## config.mk

```make
export PLATFORM = sky130hd
export DESIGN_NAME = stack_seq
export DESIGN_NICKNAME = d
export VERILOG_FILES = /design/src/rtl/stack_seq.sv
export SDC_FILE = /design/constraint.sdc
export NUM_CORES = 1
export LEC_CHECK = 0
export CORE_ASPECT_RATIO = 0.75
export CORE_MARGIN = 1.5
export CORE_UTILIZATION = 50
export CTS_CLUSTER_SIZE = 40
export DETAILED_ROUTE_END_ITERATION = 7
export PLACE_DENSITY = 0.8
export SLEW_MARGIN = 20
export SYNTH_ARGS = -nofsm -noshare
export SYNTH_HDL_FRONTEND = slang
export SYNTH_SLANG_ARGS = --single-unit
```

## constraint.sdc

```tcl
create_clock -name clk -period 3.35 [get_ports clk]
set_input_delay 0.67 -clock clk [delete_from_list [all_inputs] [get_ports clk]]
set_output_delay 0.67 -clock clk [all_outputs]
set_load 0.01 [all_outputs]
```

## src/rtl/stack_seq.sv

```systemverilog
// Instruction sequencer for the stack CPU. It fetches and decodes instructions and turns each
// one into spaced single-cycle stack strobes. It also tracks stack occupancy for overflow and underflow.
module stack_seq #(
  parameter int WORD  = 4,
  parameter int DEPTH = 2
) (
  input  logic            clk,
  input  logic            rst,
  input  logic            start,
  output logic [WORD-1:0] imem_addr,
  input  logic [WORD+3:0] imem_data,
  input  logic [WORD-1:0] stk_peak,
  output logic [WORD-1:0] stk_din,
  output logic            stk_push,
  output logic            stk_pop,
  output logic [WORD-1:0] alu_a,
  output logic [WORD-1:0] alu_b,
  output logic [2:0]      alu_s,
  input  logic [WORD-1:0] alu_result,
  output logic            busy,
  output logic            halted,
  output logic            err_ovf,
  output logic            err_unf
);

  localparam int CW = $clog2(DEPTH + 1);

  typedef enum logic [3:0] {
    IDLE, FETCH, DECODE, PUSH, POP_B, GAP, POP_A, EXEC, HALT
  } state_t;

  typedef enum logic [3:0] {
    OP_NOP   = 4'd0,
    OP_PUSHI = 4'd1,
    OP_DROP  = 4'd2,
    OP_ALU   = 4'd3,
    OP_JZ    = 4'd4,
    OP_JMP   = 4'd5,
    OP_DUP   = 4'd6,
    OP_HALT  = 4'd15
  } opcode_t;

  state_t          state;
  logic [WORD-1:0] pc;
  logic [CW-1:0]   count;
  logic [3:0]      ir_op;

  logic [3:0]      op;
  logic [WORD-1:0] imm;
  int              need;
  logic            full;
  logic [CW-1:0]   count_push;

  function automatic logic is_unary(input logic [2:0] s);
    return (s == 3'd3) || (s == 3'd6) || (s == 3'd7);
  endfunction

  assign op        = imem_data[WORD+3:WORD];
  assign imm       = imem_data[WORD-1:0];
  assign imem_addr = pc;

  // A push at full occupancy leaves the count pinned and raises the sticky overflow flag.
  assign full       = (count == CW'(DEPTH));
  assign count_push = full ? count : count + 1'b1;

  always_comb begin
    need = 0;
    case (op)
      OP_DROP, OP_JZ, OP_DUP: need = 1;
      OP_ALU:                 need = is_unary(imm[2:0]) ? 1 : 2;
      default:                need = 0;
    endcase
  end

  // NOTE: every register here is assigned with <= so all updates see pre-edge values.
  always_ff @(posedge clk) begin
    if (rst) begin
      state    <= IDLE;
      pc       <= '0;
      count    <= '0;
      ir_op    <= '0;
      stk_din  <= '0;
      stk_push <= 1'b0;
      stk_pop  <= 1'b0;
      alu_a    <= '0;
      alu_b    <= '0;
      alu_s    <= '0;
      busy     <= 1'b0;
      halted   <= 1'b0;
      err_ovf  <= 1'b0;
      err_unf  <= 1'b0;
    end else begin
      // NOTE: strobes default low so each is high for exactly one cycle.
      stk_push <= 1'b0;
      stk_pop  <= 1'b0;

      case (state)
        IDLE, HALT: begin
          if (start) begin
            pc      <= '0;
            count   <= '0;
            err_ovf <= 1'b0;
            err_unf <= 1'b0;
            halted  <= 1'b0;
            busy    <= 1'b1;
            state   <= FETCH;
          end
        end

        FETCH: state <= DECODE;

        DECODE: begin
          ir_op <= op;
          pc    <= pc + 1'b1;
          // Operand check comes before any strobe so the stack is never popped past empty.
          if (int'(count) < need) begin
            err_unf <= 1'b1;
            halted  <= 1'b1;
            busy    <= 1'b0;
            state   <= HALT;
          end else begin
            case (op)
              OP_PUSHI, OP_DUP: begin
                stk_din  <= (op == OP_PUSHI) ? imm : stk_peak;
                stk_push <= 1'b1;
                count    <= count_push;
                err_ovf  <= err_ovf | full;
                state    <= PUSH;
              end
              OP_DROP, OP_ALU: begin
                if (op == OP_ALU) alu_s <= imm[2:0];
                stk_pop <= 1'b1;
                count   <= count - 1'b1;
                state   <= POP_B;
              end
              OP_JZ: begin
                if (stk_peak == '0) pc <= imm;
                state <= FETCH;
              end
              OP_JMP: begin
                pc    <= imm;
                state <= FETCH;
              end
              OP_HALT: begin
                busy   <= 1'b0;
                halted <= 1'b1;
                state  <= HALT;
              end
              default: state <= FETCH;
            endcase
          end
        end

        // Peak is read while the pop is strobed: the prior cycle was strobe-free, so it is settled.
        POP_B: begin
          if (ir_op == OP_DROP) begin
            state <= FETCH;
          end else begin
            alu_b <= stk_peak;
            state <= is_unary(alu_s) ? EXEC : GAP;
          end
        end

        GAP: begin
          stk_pop <= 1'b1;
          count   <= count - 1'b1;
          state   <= POP_A;
        end

        POP_A: begin
          alu_a <= stk_peak;
          state <= EXEC;
        end

        EXEC: begin
          stk_din  <= alu_result;
          stk_push <= 1'b1;
          count    <= count_push;
          err_ovf  <= err_ovf | full;
          state    <= PUSH;
        end

        PUSH: state <= FETCH;

        default: state <= IDLE;
      endcase
    end
  end

endmodule

```

==> results of run 1 <==
==> placed cells by master, fill, tap and decap left out, types with 3 or more instances in the layout <==
master / instances
a21oi_1: 18
buf_4: 9
clkbuf_8: 6
clkdlybuf4s50_1: 43
dfxtp_1: 35
ha_1: 4
inv_1: 10
mux2i_1: 22
nand2_1: 20
nand3_1: 7
nand4b_1: 3
nor2_1: 22
o21ai_0: 23
==> worst paths after layout <==
| check | slack, ns | cells past startpoint | from | end |
|---|---|---|---|---|
| worst max-delay path | 0.47 | 9 | imem_data[7] | imem_addr[1]$_SDFFE_PP0P_ |
| worst min-delay path | 0.45 | 2 | ir_op[0]$_SDFFE_PP0P_ | ir_op[0]$_SDFFE_PP0P_ |
| worst min register to register | 0.45 | 2 | ir_op[0]$_SDFFE_PP0P_ | ir_op[0]$_SDFFE_PP0P_ |
| worst max register to register | 0.84 | 5 | state[1]$_SDFFE_PP0P_ | count[1]$_SDFFE_PP0P_ |
==> report_power, final <==
group / total (mW) / internal, mW / switching [mW] / leakage (nW)
sequential: 0.455 / 0.431 / 0.0242 / 0.283
clock: 0.329 / 0.168 / 0.161 / 0.0474
combinational: 0.200 / 0.0927 / 0.107 / 0.553
total: 0.984 / 0.691 / 0.292 / 0.883
==> area by class of cell <==
class	count	area, sq um
Fill cell	325	1149
Clock inverter	2	16.27
Multi-Input combinational cell	164	1089
Inverter	10	37.54
Timing Repair Buffer	52	498.0
Clock buffer	6	82.58
Tap cell	52	65.06
Sequential cell	35	700.7
==> stage by stage <==
stage | hold WS, ns | instance area, sq um
final | 0.4514 | 2489
after CTS | 0.4563 | 2489
after global routing | 0.4838 | 2489
after global placement | 0.4393 | 2390
after floorplan | 0.4313 | 1892
after detailed placement | 0.4469 | 2390
==> sequential cells by signal (all words and copies together) (netlist names), 2 cells and up <==
signal and count:
stk_din 4, alu_a 4, alu_s 3, imem_addr 4, state 4, count 2
ir_op 4, alu_b 4
==> cells by family (layout without fill, tap and decap cells) <==
kind of cell             count (synthesis)  count (layout)  synth area share [%]
AND/OR/NAND/NOR                         72              72                 20.64
multiplexers                            22              22                 11.64
adder cells (fa/ha/maj)                  4               4                 2.646
buffers and inverters                   24              70                 5.423
XOR/XNOR                                 3               3                 1.389
flip-flops                              35              35                 37.04
AO/OA/AOI/OAI                           63              63                 21.23
==> layer usage <==
metal	up-vias	GRT usage [%]
li1	893	-
met1	854	35.17
met2	62	33.16
met3	5	5.566
met4	0	6.614
met5	-	0
==> worst max-delay path, delay by kind of cell <==
family	cells	cell delay, ns
buf+inv	2	0.61
simple gates	2	0.48
fa+ha+maj	1	0.36
compound gates	3	0.69
mux	1	0.25
==> flow_summary.toml, run 1 <==
[logic_synthesis]
synth_cell_types = 48
yosysSeqAreaShare_pct = 37.04
synth_seq_cells = 35
netlist_area_sq_mm = 0.001892
yosysWarningCount = 0
syn_nets = 246
synth.most_common_cell = "dfxtp_1"
synth_edf_count = 0
async_reset_ff_share_pct = 0
yosys-top-cells-count = "dfxtp_1 (35), o21ai_0 (23), mux2i_1 (22), nor2_1 (22), nand2_1 (20)"
synthCells = 223
syn_avg_cell_area_sq_um = 8.483
yosysTopAreaCell = "dfxtp_1"
synth_area_leaders = "dfxtp_1 (37%), mux2i_1 (12%), o21ai_0 (6.1%)"
post-synth-top-area-fraction_pct = 37.04
synth-main-ff-cell = "dfxtp_1"

[sta]
setup_viol = 0
post-route-period-util_pct = 86.07
max_slew_margin_pct = 61.75
skew_ns = 0.009035
post-route-min-period_ns = 2.883
rsz0062_at_grt = "false"
finalMaxSlewViolations = 0
final.setup.tns_ns = 0
finalHoldViolations = 0
fin_ws_ns = 0.4668
clock.fmax_mhz = 346.8
tightest_slew_ns = 0.5723

[cts]
cts_hold_buf = 0
clockRootBuffer = "clkbuf_8"
post-cts-setup-buffer-count = 0
ctsResizeCount = 0
clkTransAtPathRegs_ns = 0.07
insertion_delay_ns = 0.29
clockBufferDepth = 2
cts_tree = "built"
cts.sinks = 35
htree_levels = 2
cts_inserted_buffers = 5

[detailed_routing]
met1Wirelength_mm = 2.339
drtPass1Iterations = 4
drt-initial-drc-count = 189
vias_per_cell = 5.651
routedWlPerCell_microns = 14.68
routed_wl_mm = 4.713
vias = 1814
wl_met3_microns = 272
antenna_left = 0
dr_wl_met2_mm = 2.065
maxUsedRoutingLayer = "met4"
drc = 0

[setup_path]
cp.required_ns = 3.53
cp-end-kind = "flip-flop"
max_stage_delay_ns = 0.45
start_kind = "primary input"
cp.arrival_ns = 3.06
crit_fanout = 5
path_cells = "clkdlybuf4s50_1, nand4bb_1, nand2b_1, ha_1, o221ai_1, buf_4, a21oi_1, mux2i_1, o21ai_0"
slowest_stage = "a21oi_1"
path_class = "in2reg"

[status]
status = "complete, no violations"

[hold_path]
hold_path.class = "reg2reg"

[finish]
nNetsFinal = 291
post-route-util_pct = 68.42
diodes = 0
finalNonFillerCells = 321
drive_gt1_share_pct = 10.04
syn_to_final_growth_pct = 31.55

[placed_design]
dp.cells = 313
routabilityCongestion = 0.8596
io_buffers = 43
dp_hpwl_mm = 3.454
post-place-ws_ns = 0.2106

[grt]
grt_pass1_wl_mm = 7.507
grt_pass1_vias = 1593
antenna_found_initial = 0
grt_overflow = 0
grt_max_degree = 16
grt_usage_pct = 23.45

[die]
core_sq_mm = 0.003637
rows = 19
io_pins = 44
die_h_microns = 56.27
start_util_pct = 52.01
dieArea_sq_mm = 0.004165
die_w_microns = 74.03

[run]
cap_viol_max_count = 0

[pwr]
ir_drop_v = 0.0003026
powerDensity_mw_per_mm2 = 395.3
p_total_mw = 0.9837
p_leak_nw = 0.8830
Power figures use the tool's default switching activity.
==> run 2, diff against run 1 <==
Settings changed: HOLD_SLACK_MARGIN from default to 0.05.
==> results of run 2 <==
Same layout as run 1: the final DEF is identical, and so are final timing and power.
==> run 3, diff against run 2 <==
Settings changed: CORE_ASPECT_RATIO 0.75 to 1.25, CORE_UTILIZATION 50 to 30, PLACE_DENSITY 0.8 to default.
==> flow_summary.toml, run 3 (synthesis results as in run 1) <==
[detailed_routing]
routedWlPerCell_microns = 13.70
drtPass1Iterations = 4
vias = 1760
antenna_left = 0
routed_wl_mm = 4.851
drc = 0
drt-initial-drc-count = 71
vias_per_cell = 4.972

[sta]
rsz0062_at_grt = "false"
skew_ns = 0.008009
clock.fmax_mhz = 342.4
tightest_slew_ns = 0.6276
final.setup.tns_ns = 0
finalMaxSlewViolations = 0
finalHoldViolations = 0
post-route-min-period_ns = 2.921
post-route-period-util_pct = 87.18
setup_viol = 0
max_slew_margin_pct = 58.05
fin_ws_ns = 0.4295

[grt]
grt_max_degree = 23
grt_usage_pct = 14.89
grt_overflow = 0
grt_pass1_vias = 1653
grt_pass1_wl_mm = 7.935
antenna_found_initial = 0

[cts]
clockRootBuffer = "clkbuf_8"
insertion_delay_ns = 0.29
clkTransAtPathRegs_ns = 0.07
cts_tree = "built"
cts_inserted_buffers = 5
clockBufferDepth = 2
ctsResizeCount = 0
cts.sinks = 35
cts_hold_buf = 0
htree_levels = 2
post-cts-setup-buffer-count = 0

[finish]
layout_common_cells = "clkdlybuf4s50_1 (43), dfxtp_1 (35), o21ai_0 (23), nor2_1 (22), mux2i_1 (22)"
diodes = 0
drive_gt1_share_pct = 9.294
final_common_cell = "clkdlybuf4s50_1"
syn_to_final_growth_pct = 32.80
nNetsFinal = 291

[die]
core_sq_mm = 0.006126
io_pins = 44
dieArea_sq_mm = 0.006794
die_h_microns = 91.79
start_util_pct = 30.88
rows = 32
die_w_microns = 74.03

[setup_path]
crit_fanout = 5
path_cells = "clkdlybuf4s50_1, o21ai_1, nand2b_1, ha_1, o221ai_1, buf_4, a2111oi_2, o21ai_0, a21oi_1"
path_class = "in2reg"
cp.required_ns = 3.57
max_stage_delay_ns = 0.51
start_kind = "primary input"
cp-end-kind = "flip-flop"
cp_top_family = "compound AO/OA/AOI/OAI gates"
slowest_stage = "a2111oi_2"
cp.arrival_ns = 3.14
crit_buf_inv = 2

[pwr]
internal_power_mw = 0.6688
comb_power_share_pct = 20.6
p_seq_share_pct = 48.1
p_sw_mw = 0.2769
switching_share_pct = 29.28
p_leak_nw = 0.8786
powerDensity_mw_per_mm2 = 376.4
pwr-share-clk_pct = 31.3
ir_drop_v = 0.0001969

[hold_path]
hold_path.class = "reg2reg"

[placed_design]
post-place-ws_ns = 0.1146
routabilityCongestion = 0.8174
dp_hpwl_mm = 3.647
io_buffers = 43

[status]
status = "complete, no violations"

[run]
cap_viol_max_count = 0
[run 3: final cells by class]
| cell class | instances | area, sq um |
|---|---|---|
| clock buffer | 7 | 76.32 |
| clock inverter | 1 | 5.005 |
| fill | 637 | 3613 |
| timing repair buffer | 52 | 498.0 |
| tap | 85 | 106.4 |
| multi-input combinational | 164 | 1089 |
| inverter | 10 | 37.54 |
| sequential | 35 | 700.7 |
[run 3: final timing paths]
check | startpoint | endpoint | slack, ns | cells after the start
setup / recovery | imem_data[2] | stk_din[3]$_SDFFE_PP0P_ | 0.43 | 9
hold / removal | ir_op[1]$_SDFFE_PP0P_ | ir_op[1]$_SDFFE_PP0P_ | 0.45 | 2
setup reg to reg | state[1]$_SDFFE_PP0P_ | count[1]$_SDFFE_PP0P_ | 0.82 | 5
hold reg to reg | ir_op[1]$_SDFFE_PP0P_ | ir_op[1]$_SDFFE_PP0P_ | 0.45 | 2
[run 3: power by group through the flow]
stage / combinational (mW) / clock (mW) / sequential (mW)
after global routing: 0.218 / 0.323 / 0.458
after CTS: 0.195 / 0.306 / 0.455
after floorplan: 0.135 / 0 / 0.452
after detailed placement: 0.193 / 0 / 0.465
after global placement: 0.194 / 0 / 0.464
final: 0.195 / 0.296 / 0.455
[run 3: routing by layer]
layer / track usage, % / routed length [microns]
met4: 5.864 / 74
met1: 17.97 / 2139
met3: 2.857 / 197
met5: 0 / 0
met2: 25.30 / 2439
[run 3: stage by stage]
| stage | util [%] | cells | power, mW | hold slack (ns) | instance area, sq um |
|---|---|---|---|---|---|
| after global routing | 41.01 | 354 | 0.9991 | 0.4746 | 2512 |
| after floorplan | - | 223 | 0.5868 | 0.4313 | 1892 |
| after global placement | 39.69 | 346 | 0.6580 | 0.4423 | 2431 |
| after CTS | 41.01 | 354 | 0.9560 | 0.4539 | 2512 |
| after detailed placement | 39.69 | 346 | 0.6581 | 0.4442 | 2431 |
| final | 41.01 | 354 | 0.9458 | 0.4524 | 2512 |
[run 3: tightest hold or removal path, stage by stage (launching register included)]
cell and delay [ns]:
dfxtp_1 0.31, nand2_1 0.05, a21oi_1 0.05
==> variant 1 (flow settings as in run 1) <==
The parameter `DEPTH` goes from 2 to 4.
--- a/src/rtl/stack_seq.sv
+++ b/src/rtl/stack_seq.sv
@@ -4,3 +4,3 @@
   parameter int WORD  = 4,
-  parameter int DEPTH = 2
+  parameter int DEPTH = 4
 ) (
Formal check against the unedited RTL: not equivalent (a bounded check fails within 10 cycles, from zero or initial values and one cycle with rst high).
==> variant 1 against run 1 <==
Final cell count up 8.1%. Maximum frequency down 3.9%. Sequential cell count is 1 higher. Final area rose by 9.8%. Die area is 13% higher. Setup slack worse by 0.12 ns. Power grew 5.5%. Synthesized area grew 13%. Via count increased by 11%. Global-route usage grew 1.4 points. Critical path type unchanged. Clock skew is 0.0031 ns lower. Routed wire length is 19% higher. Count of clock-buffer cells in the layout did not move.
==> variant 1: results (changes against run 1) <==
[status] result of the run finished, final reports clean
[worst_hold_path] hold-critical path endpoint halted
[global_route] vias in the first global route 1781 [+12%]
[pwr] Peak VDD IR 0.000297 V [-1.7%]
[critical_path] signal arrival time at the worst endpoint 3.20 ns [+0.14 ns]
[synthesis] cell types with the highest counts after synthesis dfxtp_1 (36), nor2_1 (25), nand2_1 (22), mux2i_1 (18), a21oi_1 (17)
[pwr] leakage dissipation 0.938 nW [+6.2%]
[clocking] clock latency on the worst-skew pair 0.29 ns [about the same]
[worst_hold_path] worst hold path startpoint halted
[timing] Final Skew 0.00591 ns [-0.00313 ns]
[layout] antenna diode count 0 [unchanged]
[critical_path] highest cell delay on the worst timing path 0.62 ns [+0.17 ns]
[layout] net count of the finished layout 315 [+8.2%]
[critical_path] CP Max Fanout 10 [+5]
[layout] share of final-layout standard cells stronger than drive strength 1 0.0890 [-0.0113]
[routing] via count 2019 [+11%]
[routing] overall routed net length 5630 um [+19%]
[clocking] maximum buffer depth of the clock tree 2 [unchanged]
[worst_hold_path] worst min-delay path category flop to flop
[synthesis] sequential fraction of the synthesis area 0.336 [-0.0345]
[placed_design] Detail Placement HPWL 4110 um [+19%]
[critical_path] R2R setup slack 1.15 ns [+0.31 ns]
[synthesis] synthesized net count 274 [+11%]
[layout] filler cell count 344 [+5.8%]
[clocking] clock buffer count from CTS 5 [unchanged]
[critical_path] reg2reg path depth 6 [+1]
[routing] average routed wire per standard cell 16.2 um [+10%]
[routing] violation count after the first detailed-route iteration 308 [+63%]
[synthesis] total number of yosys warnings 0 [unchanged]
[placed_design] area of placed instances 2620 sq um [+9.8%]
[global_route] first-pass GRT wire length 8960 um [+19%]
[placed_design] last weighted congestion value of the routability-driven placer 0.891 [+3.6%]
[critical_path] launch point of the worst reg-to-reg path state[1]
[global_route] largest net degree at the start of global routing 42 [+26]
[critical_path] reg-to-reg endpoint err_ovf
[synthesis] largest cells by area after synthesis dfxtp_1 (34%), mux2i_1 (8.4%), nor2_1 (4.4%)
[synthesis] count of unique library cells instantiated by Yosys 60 [+25%]
[pwr] Pwr per Cell Area 380 nW/um^2 [-3.9%]
[timing] headroom to the max-slew limit 0.529 [-0.0882]
[global_route] total routing resource utilization after global routing 0.249 [+0.0144]
[clocking] Resize count post-CTS 0 [unchanged]
[placed_design] Worst Setup Slack post-DPL 0.0673 ns [-0.143 ns]
[worst_hold_path] number of cells on the worst hold path 2 [unchanged]
[pwr] combinational share of power 0.187 [-0.016]
[pwr] net switching fraction of the power 0.275 [-0.0224]
[pwr] net switching power 0.285 mW [-2.4%]
[timing] hold slack final 0.458 ns [+0.00681 ns]
[synthesis] Post-Synthesis Cells 250 [+12%]
[routing] count of TritonRoute iterations in the first routing pass 5 [+1]
[pwr] Clock power frac 0.365 [+0.030]
[placed_design] dpl cells 339 [+8.3%]
==> variant 1: changes by cell type in the layout (fill, tap and decap cells not counted), sizes merged, moves of 4 or more <==
cell / change
mux2i: -4
o21ai: -16
nor2b: +4
inv: -4
nand2b: +4
nand3: +4
nor3: +4
or4b: +7
nand3b: +5
==> variant 1: cell type report <==
| type | count | share of cell area |
|---|---|---|
| inverters | 6 | 0.00825 |
| well taps | 55 | 0.0252 |
| multi-input cells | 189 | 0.478 |
| flip-flops and latches | 36 | 0.264 |
| clock buffers | 6 | 0.0266 |
| repair buffers | 53 | 0.185 |
| clock inverters | 2 | 0.0128 |
==> variant 1: tightest hold or removal path, delay by kind of cell, from the launching register on <==
kind	cells	cell delay [ns]
compound gates	1	0.05
simple gates	1	0.05
flops	1	0.31
==> variant 1: cells by family (layout without fill, tap and decap cells) <==
| family | count (synthesis) | in the layout | share of synthesized area |
|---|---|---|---|
| mux | 19 | 19 | 0.0892 |
| flops | 36 | 36 | 0.336 |
| xor+xnor | 2 | 2 | 0.00816 |
| buf+inv | 25 | 67 | 0.0554 |
| simple gates | 112 | 112 | 0.320 |
| fa+ha+maj | 5 | 5 | 0.0292 |
| compound gates | 51 | 51 | 0.162 |
==> variant 1: routing by layer <==
layer	vias up	wire length [um]	GRT usage
met2	89	2380	0.362
met4	0	72	0.0791
met3	8	476	0.0672
met1	928	2700	0.358
met5	-	0	0
li1	994	-	-
==> variant 1: worst max path at each step <==
stage	startpoint	slack [ns]	end
floorplan	imem_data[7]	0.44	stk_din[1]
global placement	imem_data[0]	0.21	err_ovf
detailed placement	imem_data[0]	0.07	err_ovf
CTS	imem_data[0]	0.37	err_ovf
global route	imem_data[0]	0.12	err_ovf
finish	imem_data[0]	0.35	err_ovf
==> variant 2 (config.mk and constraints of run 1) <==
Without the edit above. Encoding of `state_t`: now Gray code (4 bits for 9 states).
--- a/src/rtl/stack_seq.sv
+++ b/src/rtl/stack_seq.sv
@@ -28,3 +28,3 @@
   typedef enum logic [3:0] {
-    IDLE, FETCH, DECODE, PUSH, POP_B, GAP, POP_A, EXEC, HALT
+    IDLE = 4'b0000, FETCH = 4'b0001, DECODE = 4'b0011, PUSH = 4'b0010, POP_B = 4'b0110, GAP = 4'b0111, POP_A = 4'b0101, EXEC = 4'b0100, HALT = 4'b1100
   } state_t;
Behaviour: no difference found for any inputs over 10 cycles, from zero or initial values and one cycle with rst high; not proved beyond that.
==> variant 2 against run 1 <==
Synthesized area rose by 1.9%. Sequential cell count stayed put. Final area is 0.25% higher. Via count up 0.39%. Worst hold slack gained 0.019 ns. Setup slack better by 0.13 ns. Synthesized cell count did not move. Power shrank 10%. Combinational power shrank 25%. Routed wire length is 4.4% higher.
==> variant 2: results (changes against run 1) <==
[synthesis] count of unique library cells instantiated by Yosys 60 [+25%]
[routing] average routed wire per standard cell 15.4 um [+4.7%]
[synthesis] largest cells by area after synthesis dfxtp_1 (36%), mux2i_1 (8.3%), nand2_1 (4.9%)
[routing] violation count after the first detailed-route iteration 170 [-10%]
[routing] overall routed net length 4920 um [+4.4%]
[global_route] largest net degree at the start of global routing 30 [+14]
[clocking] Resize count post-CTS 0 [unchanged]
[global_route] total routing resource utilization after global routing 0.251 [+0.0161]
[pwr] Peak VDD IR 0.000335 V [+11%]
[clocking] clock-pin slew reported for the worst setup and hold paths after clock tree synthesis 0.07 ns [about the same]
[timing] Final Skew 0.00932 ns [+0.000288 ns]
[pwr] net switching fraction of the power 0.269 [-0.0282]
[worst_hold_path] worst min-delay path category flop to flop
[pwr] leakage dissipation 0.833 nW [-5.7%]
[placed_design] dpl cells 312 [-0.32%]
[layout] net count of the finished layout 290 [-0.34%]
[layout] share of final-layout standard cells stronger than drive strength 1 0.0933 [-0.00709]
[synthesis] post-synthesis cell type with the largest combined area dfxtp_1
[synthesis] cell types with the highest counts after synthesis dfxtp_1 (35), nand2_1 (25), nor2_1 (20), a21oi_1 (18), mux2i_1 (16)
[global_route] first-pass GRT wire length 8010 um [+6.7%]
[critical_path] cell at the slowest stage of the critical path clkdlybuf4s50_1
[placed_design] last weighted congestion value of the routability-driven placer 0.929 [+8.0%]
[synthesis] Avg Synthesized Cell Area 8.65 sq um [+1.9%]
[placed_design] Detail Placement HPWL 3740 um [+8.2%]
[clocking] count of H-tree levels built during CTS 2 [unchanged]
[synthesis] async set-reset flop share out of synthesis 0 [unchanged]
[critical_path] highest cell delay on the worst timing path 0.54 ns [+0.09 ns]
[global_route] vias in the first global route 1706 [+7.1%]
[timing] headroom to the max-slew limit 0.572 [-0.0453]
[synthesis] synthesized net count 246 [unchanged]
[critical_path] CP Max Fanout 10 [+5]
[synthesis] sequential fraction of the synthesis area 0.363 [-0.00697]
[routing] Via density 5.69 [+0.70%]
[placed_design] Worst Setup Slack post-DPL 0.328 ns [+0.117 ns]
[status] result of the run finished, final reports clean
[critical_path] dominant delay contributor by cell family on the critical path buffers and inverters
[routing] count of TritonRoute iterations in the first routing pass 4 [unchanged]
variant 2: tightest hold or removal path: cells and delay by family (launching register included):
| family | cells | cell delay, ns |
|---|---|---|
| flip-flops | 1 | 0.31 |
| AND/OR/NAND/NOR | 1 | 0.06 |
| AO/OA/AOI/OAI | 1 | 0.05 |
variant 2: logic make-up after synthesis:
family,Yosys count,share of synthesized area
and+or+nand+nor,93,0.269
xor gates and xnor gates,1,0.00454
adders and majority gates,4,0.0260
AOI/OAI and AO/OA,53,0.201
buffers and inverters,20,0.0480
DFF,35,0.363
muxes,17,0.0889
variant 2: power by group through the flow:
stage | logic, mW | clock network [mW] | registers, mW
floorplan | 0.0953 | 0 | 0.443
global placement | 0.145 | 0 | 0.450
detailed placement | 0.148 | 0 | 0.451
CTS | 0.149 | 0.293 | 0.441
global route | 0.164 | 0.309 | 0.444
finish | 0.150 | 0.289 | 0.442
variant 2: worst paths after layout:
check                from          to  slack [ns]  depth (start not counted)
max          imem_data[5]  stk_din[3]        0.60                          9
min               err_unf     err_unf        0.47                          2
max reg2reg      state[2]    count[1]        1.41                          5
min reg2reg       err_unf     err_unf        0.47                          2
variant 2: final cells by class:
cell class	instances	area, sq um
Fill cell	318	1190
Multi-Input combinational cell	168	1130
Sequential cell	35	701
Timing Repair Buffer	51	490
Clock buffer	7	76.3
Tap cell	52	65.1
Inverter	6	22.5
Clock inverter	1	5.00
variant 2: metrics by stage:
stage	hold slack [ns]	instance area [sq um]
2_1_floorplan	0.440	1930
3_3_place_gp	0.447	2410
3_5_place_dp	0.456	2410
4_1_cts	0.469	2490
5_1_grt	0.498	2490
6_report	0.470	2490
variant 2: routing by layer:
layer	wire [um]	part of all wire	vias to the layer above	global-route usage
li1	-	-	912	-
met3	325	0.066	9	0.0575
met5	0	0	-	0
met2	2200	0.45	62	0.370
met1	2330	0.47	838	0.362
met4	62	0.013	0	0.0727
